===== config.mk =====
export PLATFORM = sky130hd
export DESIGN_NAME = mem_arbiter_flat
export DESIGN_NICKNAME = d
export VERILOG_FILES = /design/src/rtl/butterfly_pkg.sv /design/src/rtl/mem_arbiter_if.sv /design/src/rtl/mem_arbiter.sv /design/src/flat_wrapper.sv
export SDC_FILE = /design/constraint.sdc
export NUM_CORES = 1
export LEC_CHECK = 0
export CAP_MARGIN = 20
export CORE_MARGIN = 2
export CORE_UTILIZATION = 42
export DETAILED_ROUTE_END_ITERATION = 8
export PLACE_DENSITY = 0.84
export SYNTH_ARGS = -nofsm -noshare
export SYNTH_HDL_FRONTEND = slang
export SYNTH_SLANG_ARGS = --single-unit

===== constraint.sdc =====
create_clock -name clk_i -period 1.9 [get_ports clk_i]
set_input_delay 0.38 -clock clk_i [delete_from_list [all_inputs] [get_ports clk_i]]
set_output_delay 0.38 -clock clk_i [all_outputs]
set_load 0.01 [all_outputs]

===== src/rtl/butterfly_pkg.sv =====
// Shared types and widths for the memory arbiter: FSM state, bus owner and latched request payload.
package butterfly_pkg;

    localparam int unsigned ADDR_W   = 32;
    localparam int unsigned DATA_W   = 32;
    localparam int unsigned STRB_W   = 4;
    localparam int unsigned STREAK_W = 4;
    localparam int unsigned TMO_W    = 8;

    typedef enum logic [1:0] {
        IDLE = 2'd0,
        REQ  = 2'd1,
        RESP = 2'd2
    } arb_state_e;

    typedef enum logic {
        OWN_D = 1'b0,
        OWN_I = 1'b1
    } arb_owner_e;

    typedef struct packed {
        logic              we;
        logic [ADDR_W-1:0] addr;
        logic [DATA_W-1:0] wdata;
        logic [STRB_W-1:0] wstrb;
    } mem_req_t;

endpackage


===== src/rtl/mem_arbiter_if.sv =====
// Bundle of data-port, ifetch-port and shared memory bus signals around the arbiter.
interface mem_arbiter_if;
    import butterfly_pkg::*;

    logic              d_valid_i;
    logic              d_we_i;
    logic [ADDR_W-1:0] d_addr_i;
    logic [DATA_W-1:0] d_wdata_i;
    logic [STRB_W-1:0] d_wstrb_i;
    logic [DATA_W-1:0] d_rdata_o;
    logic              d_ready_o;

    logic              i_valid_i;
    logic [ADDR_W-1:0] i_addr_i;
    logic [DATA_W-1:0] i_rdata_o;
    logic              i_ready_o;

    logic              m_valid_o;
    logic              m_we_o;
    logic [ADDR_W-1:0] m_addr_o;
    logic [DATA_W-1:0] m_wdata_o;
    logic [STRB_W-1:0] m_wstrb_o;
    logic [DATA_W-1:0] m_rdata_i;
    logic              m_ready_i;

    logic              err_o;

    // Arbiter side
    modport slave (
        input  d_valid_i, d_we_i, d_addr_i, d_wdata_i, d_wstrb_i,
        input  i_valid_i, i_addr_i,
        input  m_rdata_i, m_ready_i,
        output d_rdata_o, d_ready_o, i_rdata_o, i_ready_o,
        output m_valid_o, m_we_o, m_addr_o, m_wdata_o, m_wstrb_o,
        output err_o
    );

    // Requesters and memory side
    modport master (
        output d_valid_i, d_we_i, d_addr_i, d_wdata_i, d_wstrb_i,
        output i_valid_i, i_addr_i,
        output m_rdata_i, m_ready_i,
        input  d_rdata_o, d_ready_o, i_rdata_o, i_ready_o,
        input  m_valid_o, m_we_o, m_addr_o, m_wdata_o, m_wstrb_o,
        input  err_o
    );

endinterface


===== src/rtl/mem_arbiter.sv =====
// Two-requester (data / ifetch) arbiter onto one memory bus, with anti-starvation streak
// limit for ifetch and a bounded wait on m_ready_i.
module mem_arbiter
    import butterfly_pkg::*;
#(
    parameter int unsigned MAX_DATA_STREAK = 4,
    parameter int unsigned TIMEOUT_CYCLES  = 255
) (
    input  logic          clk_i,
    input  logic          rst_n_i,
    mem_arbiter_if.slave  bus
);

    localparam logic [STREAK_W-1:0] STREAK_MAX = STREAK_W'(MAX_DATA_STREAK);
    localparam logic [TMO_W-1:0]    TMO_LAST   = TMO_W'(TIMEOUT_CYCLES - 1);
    localparam bit                  TMO_EN     = (TIMEOUT_CYCLES != 0);

    arb_state_e          state_q, state_d;
    arb_owner_e          owner_q, owner_d;
    logic [STREAK_W-1:0] streak_q, streak_d;
    logic [TMO_W-1:0]    tmo_q, tmo_d;
    mem_req_t            req_q, req_d;
    logic                m_valid_q, m_valid_d;
    logic [DATA_W-1:0]   d_rdata_q, d_rdata_d;
    logic [DATA_W-1:0]   i_rdata_q, i_rdata_d;
    logic                d_ready_q, d_ready_d;
    logic                i_ready_q, i_ready_d;
    logic                err_q, err_d;
    logic                data_wins;
    logic                timed_out;

    // State and output registers
    always_ff @(posedge clk_i or negedge rst_n_i) begin
        if (!rst_n_i) begin
            state_q   <= IDLE;
            owner_q   <= OWN_D;
            streak_q  <= '0;
            tmo_q     <= '0;
            req_q     <= '0;
            m_valid_q <= 1'b0;
            d_rdata_q <= '0;
            i_rdata_q <= '0;
            d_ready_q <= 1'b0;
            i_ready_q <= 1'b0;
            err_q     <= 1'b0;
        end else begin
            state_q   <= state_d;
            owner_q   <= owner_d;
            streak_q  <= streak_d;
            tmo_q     <= tmo_d;
            req_q     <= req_d;
            m_valid_q <= m_valid_d;
            d_rdata_q <= d_rdata_d;
            i_rdata_q <= i_rdata_d;
            d_ready_q <= d_ready_d;
            i_ready_q <= i_ready_d;
            err_q     <= err_d;
        end
    end

    // Next-state, arbitration and completion logic
    always_comb begin
        state_d   = state_q;
        owner_d   = owner_q;
        streak_d  = streak_q;
        tmo_d     = tmo_q;
        req_d     = req_q;
        m_valid_d = m_valid_q;
        d_rdata_d = d_rdata_q;
        i_rdata_d = i_rdata_q;
        d_ready_d = 1'b0;
        i_ready_d = 1'b0;
        err_d     = 1'b0;
        timed_out = 1'b0;

        // ifetch overtakes data only once data has won STREAK_MAX times in a row against it
        data_wins = bus.d_valid_i && !(bus.i_valid_i && (streak_q == STREAK_MAX));

        unique case (state_q)
            IDLE: begin
                if (data_wins) begin
                    owner_d   = OWN_D;
                    req_d     = '{we: bus.d_we_i, addr: bus.d_addr_i,
                                  wdata: bus.d_wdata_i, wstrb: bus.d_wstrb_i};
                    if (bus.i_valid_i && (streak_q < STREAK_MAX)) begin
                        streak_d = streak_q + 1'b1;
                    end
                    tmo_d     = '0;
                    m_valid_d = 1'b1;
                    state_d   = REQ;
                end else if (bus.i_valid_i) begin
                    owner_d   = OWN_I;
                    req_d     = '{we: 1'b0, addr: bus.i_addr_i, wdata: '0, wstrb: '0};
                    streak_d  = '0;
                    tmo_d     = '0;
                    m_valid_d = 1'b1;
                    state_d   = REQ;
                end
            end
            REQ: begin
                timed_out = !bus.m_ready_i && TMO_EN && (tmo_q == TMO_LAST);
                if (bus.m_ready_i || timed_out) begin
                    m_valid_d = 1'b0;
                    req_d     = '0;
                    err_d     = timed_out;
                    state_d   = RESP;
                    if (owner_q == OWN_D) begin
                        d_ready_d = 1'b1;
                        if (timed_out) begin
                            d_rdata_d = '0;
                        end else if (!req_q.we) begin
                            d_rdata_d = bus.m_rdata_i;
                        end
                    end else begin
                        i_ready_d = 1'b1;
                        i_rdata_d = timed_out ? '0 : bus.m_rdata_i;
                    end
                end else begin
                    tmo_d = tmo_q + 1'b1;
                end
            end
            RESP: begin
                state_d = IDLE;
            end
            default: begin
                state_d = IDLE;
            end
        endcase
    end

    assign bus.m_valid_o = m_valid_q;
    assign bus.m_we_o    = req_q.we;
    assign bus.m_addr_o  = req_q.addr;
    assign bus.m_wdata_o = req_q.wdata;
    assign bus.m_wstrb_o = req_q.wstrb;
    assign bus.d_rdata_o = d_rdata_q;
    assign bus.d_ready_o = d_ready_q;
    assign bus.i_rdata_o = i_rdata_q;
    assign bus.i_ready_o = i_ready_q;
    assign bus.err_o     = err_q;

endmodule


===== src/flat_wrapper.sv =====
// flat-port wrapper written by rule: the top's interface ports become plain ports
module mem_arbiter_flat import butterfly_pkg::*;
#(
    parameter int unsigned MAX_DATA_STREAK = 4,
    parameter int unsigned TIMEOUT_CYCLES  = 255
)
  (clk_i, rst_n_i, bus_d_valid_i, bus_d_we_i, bus_d_addr_i, bus_d_wdata_i, bus_d_wstrb_i, bus_i_valid_i, bus_i_addr_i, bus_m_rdata_i, bus_m_ready_i, bus_d_rdata_o, bus_d_ready_o, bus_i_rdata_o, bus_i_ready_o, bus_m_valid_o, bus_m_we_o, bus_m_addr_o, bus_m_wdata_o, bus_m_wstrb_o, bus_err_o);
  mem_arbiter_if bus_i ();
  input  logic clk_i;
  input  logic rst_n_i;
  input wire logic [$bits(bus_i.d_valid_i)-1:0] bus_d_valid_i;
  input wire logic [$bits(bus_i.d_we_i)-1:0] bus_d_we_i;
  input wire logic [$bits(bus_i.d_addr_i)-1:0] bus_d_addr_i;
  input wire logic [$bits(bus_i.d_wdata_i)-1:0] bus_d_wdata_i;
  input wire logic [$bits(bus_i.d_wstrb_i)-1:0] bus_d_wstrb_i;
  input wire logic [$bits(bus_i.i_valid_i)-1:0] bus_i_valid_i;
  input wire logic [$bits(bus_i.i_addr_i)-1:0] bus_i_addr_i;
  input wire logic [$bits(bus_i.m_rdata_i)-1:0] bus_m_rdata_i;
  input wire logic [$bits(bus_i.m_ready_i)-1:0] bus_m_ready_i;
  output wire logic [$bits(bus_i.d_rdata_o)-1:0] bus_d_rdata_o;
  output wire logic [$bits(bus_i.d_ready_o)-1:0] bus_d_ready_o;
  output wire logic [$bits(bus_i.i_rdata_o)-1:0] bus_i_rdata_o;
  output wire logic [$bits(bus_i.i_ready_o)-1:0] bus_i_ready_o;
  output wire logic [$bits(bus_i.m_valid_o)-1:0] bus_m_valid_o;
  output wire logic [$bits(bus_i.m_we_o)-1:0] bus_m_we_o;
  output wire logic [$bits(bus_i.m_addr_o)-1:0] bus_m_addr_o;
  output wire logic [$bits(bus_i.m_wdata_o)-1:0] bus_m_wdata_o;
  output wire logic [$bits(bus_i.m_wstrb_o)-1:0] bus_m_wstrb_o;
  output wire logic [$bits(bus_i.err_o)-1:0] bus_err_o;
  assign bus_i.d_valid_i = bus_d_valid_i;
  assign bus_i.d_we_i = bus_d_we_i;
  assign bus_i.d_addr_i = bus_d_addr_i;
  assign bus_i.d_wdata_i = bus_d_wdata_i;
  assign bus_i.d_wstrb_i = bus_d_wstrb_i;
  assign bus_i.i_valid_i = bus_i_valid_i;
  assign bus_i.i_addr_i = bus_i_addr_i;
  assign bus_i.m_rdata_i = bus_m_rdata_i;
  assign bus_i.m_ready_i = bus_m_ready_i;
  assign bus_d_rdata_o = bus_i.d_rdata_o;
  assign bus_d_ready_o = bus_i.d_ready_o;
  assign bus_i_rdata_o = bus_i.i_rdata_o;
  assign bus_i_ready_o = bus_i.i_ready_o;
  assign bus_m_valid_o = bus_i.m_valid_o;
  assign bus_m_we_o = bus_i.m_we_o;
  assign bus_m_addr_o = bus_i.m_addr_o;
  assign bus_m_wdata_o = bus_i.m_wdata_o;
  assign bus_m_wstrb_o = bus_i.m_wstrb_o;
  assign bus_err_o = bus_i.err_o;
  mem_arbiter #(.MAX_DATA_STREAK(MAX_DATA_STREAK), .TIMEOUT_CYCLES(TIMEOUT_CYCLES)) u_core (.clk_i(clk_i), .rst_n_i(rst_n_i), .bus(bus_i));
endmodule

==> results of run 1 <==
==> metal layers <==
layer	global-route usage [%]	up-vias	share of wire [%]
met2	39.7	229	52
li1	-	2214	-
met5	0	-	0
met3	6.73	18	7.5
met4	6.61	0	1.4
met1	27.3	2436	39
==> sequential cells by signal (all words and copies together), names as in the netlist <==
signal and count:
u_core.bus.m_we_o 1, u_core.bus.i_rdata_o 32, u_core.bus.d_rdata_o 32, u_core.bus.err_o 1, u_core.state_q 2, u_core.streak_q 4, u_core.bus.m_wstrb_o 4, u_core.tmo_q 8
u_core.bus.m_valid_o 1, u_core.bus.m_wdata_o 32, u_core.owner_q 1, u_core.bus.d_ready_o 1, u_core.bus.i_ready_o 1, u_core.bus.m_addr_o 32
==> cells in the mapped netlist (3+ instances only) <==
cell       number
a21o_1          3
a21oi_1         3
o21ai_0         5
clkbuf_1        5
nand2_1         4
nor4_1          4
nand3_1         5
nor2_1          8
buf_6           4
and2_1          3
ha_1            4
buf_2          23
a22o_1        104
o2bb2ai_1      32
mux2i_1        32
inv_1           7
dfrtp_1       152
==> layout make-up <==
type	count	area share, %
clock buffer	21	4.72
clock inverter	8	1.50
inverter	7	0.270
multi-input combinational	235	20.8
sequential	152	39.0
tap	180	2.31
timing repair buffer	299	31.4
==> cell families (layout without fill, tap and decap cells) <==
logic type                 after synthesis  count (layout)  share of synthesized area, %
AOI/OAI and AO/OA                      160             160                          22.7
adders and majority gates                4               4                         0.833
buffers and inverters                   40             335                          3.54
DFF                                    152             152                          63.3
muxes                                   33              33                          5.52
and+or+nand+nor                         38              38                          4.08
==> report_power, final <==
| part | switching, mW | internal, mW |
|---|---|---|
| sequential | 0.944 | 4.65 |
| combinational | 2.82 | 3.95 |
| clock | 1.24 | 2.24 |
| total | 5.01 | 10.8 |
==> repair_timing <==
item / in CTS / in global routing
setup endpoints to repair: 1 / 76
gates resized for setup: 1 / 3
endpoints found under the hold margin: 38 / 0
hold buffers: 1 / 0
pin swaps: 0 / 1
==> worst max path at each step <==
| stage | depth (start not counted) | end | startpoint |
|---|---|---|---|
| 3_5_place_dp | 6 | u_core.bus.m_addr_o[18]$_DFFE_PN0P_ | bus_m_ready_i |
| 5_1_grt | 1 | bus_m_we_o | u_core.bus.m_we_o$_DFFE_PN0P_ |
| 6_report | 1 | bus_m_we_o | u_core.bus.m_we_o$_DFFE_PN0P_ |
| 2_1_floorplan | 8 | u_core.bus.m_addr_o[20]$_DFFE_PN0P_ | u_core.tmo_q[0]$_DFFE_PN0P_ |
| 4_1_cts | 7 | u_core.bus.m_wdata_o[20]$_DFFE_PN0P_ | u_core.tmo_q[0]$_DFFE_PN0P_ |
| 3_3_place_gp | 5 | u_core.bus.d_rdata_o[22]$_DFFE_PN0P_ | bus_m_ready_i |
==> through the flow <==
| stage | util [%] | std cells |
|---|---|---|
| after floorplan | - | 427 |
| after detailed placement | 65.4 | 872 |
| final | 70.0 | 902 |
| after global routing | 70.0 | 902 |
| after global placement | 65.4 | 872 |
| after CTS | 69.8 | 902 |
==> metrics.md, run 1 <==
| Metric | Value |
|---|---|
| Worst vdd ir | `about 0.85 mV` |
| Slowest CP cell | `clkdlybuf4s50_1` |
| Row Count | `43` |
| Syn_area_per_cell | `between 10 and 15 um^2` |
| Total CTS buffers | `17` |
| Core area | `about 0.014 mm^2` |
| Sink Count | `about 150` |
| H-tree Lvls | `4` |
| DP Wirelength | `12,400 um` |
| Worst skew pair latency | `between 0.4 and 0.5 ns` |
| Syn_nets | `569` |
| Sequential share of the synthesized area | `roughly 63%` |
| Relative slew slack | `roughly 72%` |
| Buf+Inv Stages, Crit Path | `1` |
| WHS | `0.452 ns` |
| Largest net degree at the start of global routing | `around 50` |
| Avg WL per Cell | `18.9 um` |
| Routability cong. | `0.800` |
| Ys async rst share | `100%` |
| First-pass GRT wire length | `26,500 um` |
| Status | `finished clean` |
| Vias in the first global route | `5,172` |
| Initial cell density of the core | `43.1%` |
| Place WS | `-0.0441 ns` |
| Netlist cell types | `41` |
| Post-synth EDFFs | `0` |
| FF-to-FF path depth | `7` |
| Placed cell area | `0.00911 mm^2` |
| Arrival time at the worst endpoint | `1.43 ns` |
| Final Hold Vio Count | `0` |
| Final WL | `17,000 um` |
| Mapped Cells | `427` |
| Area growth from synthesis to layout | `62.3%` |
| GRT Total Usage | `22.8%` |
| Cell Area, Synth | `0.00601 mm^2` |
| Max-cap violations | `0` |
| Multi-input gate area | `0.00203 mm^2` |
| Syn. warnings | `0` |
| # nets final | `854` |
| Synth top area cells | `dfrtp_1 63%, a22o_1 15%, mux2i_1 5.3%` |
| Leakage power | `4.34 nW` |
| Finished layout cell area | `between 0.009 and 0.01 mm^2` |
| Commonest non-fill, non-tap cell in the layout | `clkdlybuf4s50_1` |
| Ys flop type | `dfrtp_1` |
| Crit-path max FO | `4` |
| Worst EP required | `between 1.5 and 2 ns` |
| Die Ht | `124 um` |
| Final Skew | `between 0.008 and 0.009 ns` |
| Startpoint class of the critical path | `flip-flop` |
| Most area-hungry cell type in the Yosys netlist | `dfrtp_1` |
| Critical Path Sink Type | `primary output` |
| Number of I/O pins | `275` |
| CTS tree | `yes` |
| Routed Antenna Nets | `0` |
| Worst Hold Class | `primary input to asynchronous set/reset pin` |
| Die footprint | `0.0153 mm^2` |
| Register area | `0.00380 mm^2` |
| Setup bufs post-CTS | `0` |
| Largest stage delay, worst path | `0.59 ns` |
| Seq cells post-synth | `152` |
| Port bufs | `274` |
| Final WS setup | `0.0891 ns` |
| Family with the most delay on the worst path | `buffers and inverters` |
| Reg2reg setup slack | `approximately 0.12 ns` |
| Tcrit/Tclk final | `95.3%` |
| Slew Viols, Final | `0` |
| Fmax | `0.552 GHz` |
| Critical path class | `flip-flop to primary output` |
| Initial DRT Pass Iterations | `4` |
| # setup viols final | `0` |
| RSZ-0062 raised after global routing | `false` |
| Longest Clk Path Bufs | `2` |
| Area fraction of the dominant cell type after synthesis | `63.3%` |
| Tmin final | `1.81 ns` |
| Worst-Margin Slew | `slightly above 0.4 ns` |
| Fillers | `926` |
| Worst reg2reg startpoint | `u_core.tmo_q[0]$_DFFE_PN0P_` |
| Layout cells sized above 1 | `9.28%` |
| Pwr/cell area | `between 1500 and 2000 mW/mm^2` |
| Initial DRC count | `236` |
| CTS root buffer | `clkbuf_16` |
| Chip width | `approximately 120 um` |
| Vias | `4,897` |
| Antenna Cells | `0` |
| Crit path cell chain | `clkdlybuf4s50_1` |
| Total global routing overflow | `0` |
| Initial antenna violation count | `0` |
| DRC viols | `0` |
| Pwr Total | `15.9 mW` |
| Most frequent cells in the layout | `273 x clkdlybuf4s50_1, 151 x dfrtp_1, 104 x a22o_1, 32 x mux2i_1, 32 x o2bb2ai_1` |
| Reg clk slew, reported paths | `0.06 ns` |
| Vias per cell | `5.43` |
| Fin Setup TNS | `0 ns` |
| Reg2Reg Capture Point | `u_core.bus.m_wdata_o[20]$_DFFE_PN0P_` |
(Power assumes the default switching activity.)
==> run 2: changes to the inputs <==
--- a/config.mk
+++ b/config.mk
@@ -9,6 +9,7 @@
 export CORE_MARGIN = 2
 export CORE_UTILIZATION = 42
 export DETAILED_ROUTE_END_ITERATION = 8
+export GPL_ROUTABILITY_DRIVEN = 0
 export PLACE_DENSITY = 0.84
 export SYNTH_ARGS = -nofsm -noshare
 export SYNTH_HDL_FRONTEND = slang
==> results of run 2 <==
Same layout as run 1: the final DEF is identical, and so are final timing and power.
==> run 3: changes to the inputs <==
--- a/config.mk
+++ b/config.mk
@@ -10,7 +10,7 @@
 export CORE_UTILIZATION = 42
 export DETAILED_ROUTE_END_ITERATION = 8
 export GPL_ROUTABILITY_DRIVEN = 0
-export PLACE_DENSITY = 0.84
+export PLACE_DENSITY_LB_ADDON = 0.1
 export SYNTH_ARGS = -nofsm -noshare
 export SYNTH_HDL_FRONTEND = slang
 export SYNTH_SLANG_ARGS = --single-unit
==> run 3 against run 2 <==
Via count decreased by 0.78%. Count of clock-buffer cells in the layout increased by 4. Die area unchanged. Non-clock buffer count increased by 3. Sequential power decreased by 0.7%. Fmax increased by 2.0%. First-iteration DRC count increased by 3.8%. Total power decreased by 2.7%. Combinational power about the same. Final area decreased by 0.56%. Global-route usage decreased by 0.33 points. Worst setup slack improved by 0.036 ns.
==> metrics.md, run 3 (synthesis gave the netlist of run 1 again) <==
| Metric | Value |
|---|---|
| Vias | `4,859 (-0.78%)` |
| Largest net degree at the start of global routing | `53 (+8.2%)` |
| Die footprint | `0.0153 mm^2 (unchanged)` |
| Number of I/O pins | `275 (unchanged)` |
| Chip width | `124 um (unchanged)` |
| Vias in the first global route | `5,093 (-1.5%)` |
| Initial DRT Pass Iterations | `4 (unchanged)` |
| Status | `finished clean` |
| Total global routing overflow | `0 (unchanged)` |
| Vias per cell | `5.37 (-1.1%)` |
| Clock share of power | `20.0% (-2.0 points)` |
| Logic pwr share | `44.0% (+1.3 points)` |
| Stages on the worst setup path | `7 (+6)` |
| Total CTS buffers | `17 (unchanged)` |
| Setup bufs post-CTS | `0 (unchanged)` |
| Psw | `4.94 mW (-1.3%)` |
| Pwr Total | `15.4 mW (-2.7%)` |
| Fmax | `0.563 GHz (+2.0%)` |
| Port bufs | `274 (unchanged)` |
| Max-cap violations | `0 (unchanged)` |
| Most frequent cells in the layout | `272 x clkdlybuf4s50_1, 152 x dfrtp_1, 104 x a22o_1, 32 x mux2i_1, 32 x o2bb2ai_1` |
| Fillers | `987 (+6.6%)` |
| Family with the most delay on the worst path | `compound AO/OA/AOI/OAI gates` |
| Pwr/cell area | `1590 mW/mm^2 (-2.2%)` |
| DRC viols | `0 (unchanged)` |
| CTS tree | `yes` |
| Leakage power | `4.34 nW (about the same)` |
| Seq pwr share | `36.1% (+0.8 points)` |
| Sw Share | `32.0% (+0.46 points)` |
| Slowest CP cell | `dfrtp_1` |
| Tcrit/Tclk final | `93.4% (-1.9 points)` |
| Initial DRC count | `245 (+3.8%)` |
| Finished layout cell area | `0.00969 mm^2 (-0.56%)` |
| WHS | `0.474 ns (+0.0214 ns)` |
| Row Count | `43 (unchanged)` |
| Area growth from synthesis to layout | `61.4%` |
| Final Skew | `0.0102 ns (+0.00180 ns)` |
| Startpoint class of the critical path | `flip-flop` |
| Core Util, Final | `69.6% (-0.40 points)` |
| Reg clk slew, reported paths | `0.06 ns (about the same)` |
| Final Hold Vio Count | `0 (unchanged)` |
| Register area | `0.00380 mm^2 (about the same)` |
| First-pass GRT wire length | `26,100 um (-1.7%)` |
| Core area | `0.0139 mm^2 (unchanged)` |
| FF-to-FF path depth | `7 (unchanged)` |
| Internal power | `10.5 mW (-3.4%)` |
| Routed Antenna Nets | `0 (unchanged)` |
| Sink Count | `152 (unchanged)` |
| # nets final | `857 (+0.35%)` |
| CTS root buffer | `clkbuf_16` |
| Longest Clk Path Bufs | `2 (unchanged)` |
| H-tree Lvls | `4 (unchanged)` |
| Antenna Cells | `0 (unchanged)` |
| Buf+Inv Stages, Crit Path | `2 (+1)` |
| Relative slew slack | `66.9% (-5.4 points)` |
| # setup viols final | `0 (unchanged)` |
| Final WS setup | `0.125 ns (+0.0362 ns)` |
| Critical path class | `flip-flop to flip-flop` |
| Final WL | `16,900 um (-0.95%)` |
| Slew Viols, Final | `0 (unchanged)` |
| Worst Hold Class | `primary input to asynchronous set/reset pin` |
| Initial antenna violation count | `0 (unchanged)` |
| GRT Total Usage | `22.4% (-0.33 points)` |
| Commonest non-fill, non-tap cell in the layout | `clkdlybuf4s50_1` |
| Crit path cell chain | `inv_1, ha_1, nand3_1, o21ai_4, a21oi_4, buf_12, a22o_1` |
| Initial cell density of the core | `43.1% (unchanged)` |
| Worst vdd ir | `0.792 mV (-7.1%)` |
| Worst-Margin Slew | `0.496 ns (+0.0803 ns)` |
| Die Ht | `124 um (unchanged)` |
| Arrival time at the worst endpoint | `2.08 ns (+0.65 ns)` |
| DP Wirelength | `11,900 um (-3.9%)` |
| Crit-path max FO | `52 (+48)` |
| Layout cells sized above 1 | `8.83% (-0.45 points)` |
| Avg WL per Cell | `18.6 um (-1.3%)` |
| Largest stage delay, worst path | `0.43 ns (-0.16 ns)` |
| Worst skew pair latency | `0.42 ns (about the same)` |
| Multi-input gate area | `0.00201 mm^2 (-0.74%)` |
| Placed cell area | `0.00915 mm^2 (+0.38%)` |
| RSZ-0062 raised after global routing | `false` |
| Tmin final | `1.77 ns (-0.0362 ns)` |
| Worst EP required | `2.20 ns (+0.68 ns)` |
| Critical Path Sink Type | `flip-flop` |
| Place WS | `-0.0190 ns (+0.0252 ns)` |
==> run 3: power by group through the flow <==
stage / Sequential [mW] / Clock (mW) / Combinational [mW]
final: 5.56 / 3.08 / 6.78
after global routing: 5.73 / 3.29 / 7.26
after CTS: 5.56 / 3.13 / 6.85
after detailed placement: 5.54 / 0 / 6.82
after global placement: 5.54 / 0 / 6.67
after floorplan: 6.07 / 0 / 2.33
==> run 3: final cells by class <==
cell class	instances	share of cell area (%)
Tap cell	180	2.32
Multi-Input combinational cell	235	20.7
Inverter	7	0.271
Timing Repair Buffer	302	31.9
Clock buffer	25	5.01
Sequential cell	152	39.2
Clock inverter	4	0.465
==> run 3: final timing paths <==
path,start,to,slack [ns]
max,u_core.tmo_q[0]$_DFFE_PN0P_,u_core.bus.m_wdata_o[9]$_DFFE_PN0P_,0.13
min,rst_n_i,u_core.bus.i_rdata_o[24]$_DFFE_PN0P_,0.47
max reg2reg,u_core.tmo_q[0]$_DFFE_PN0P_,u_core.bus.m_wdata_o[9]$_DFFE_PN0P_,0.13
min reg2reg,u_core.bus.m_addr_o[16]$_DFFE_PN0P_,u_core.bus.m_addr_o[16]$_DFFE_PN0P_,0.49
max in group asynchronous,rst_n_i,u_core.bus.i_rdata_o[13]$_DFFE_PN0P_,0.84
min in group clk_i,u_core.bus.m_addr_o[16]$_DFFE_PN0P_,u_core.bus.m_addr_o[16]$_DFFE_PN0P_,0.49
==> run 3: timing repair <==
action,4_1_cts,5_1_grt
resized for setup,0,1
hold buffers,1,0
endpoints found under the hold margin,44,0
setup endpoints to repair,0,1
==> run 3: metrics by stage <==
stage | TNS, ns | instances
floorplan | 0 | 427
global placement | 0 | 875
detailed placement | -0.0912 | 875
CTS | 0 | 905
global route | 0 | 905
finish | 0 | 905
==> run 3: layer usage <==
metal	track usage (%)	vias up	share of wire (%)
li1	-	2225	-
met1	28.5	2394	42
met2	36.1	210	48
met3	6.82	30	7.9
met4	8.66	0	2.1
met5	0	-	0
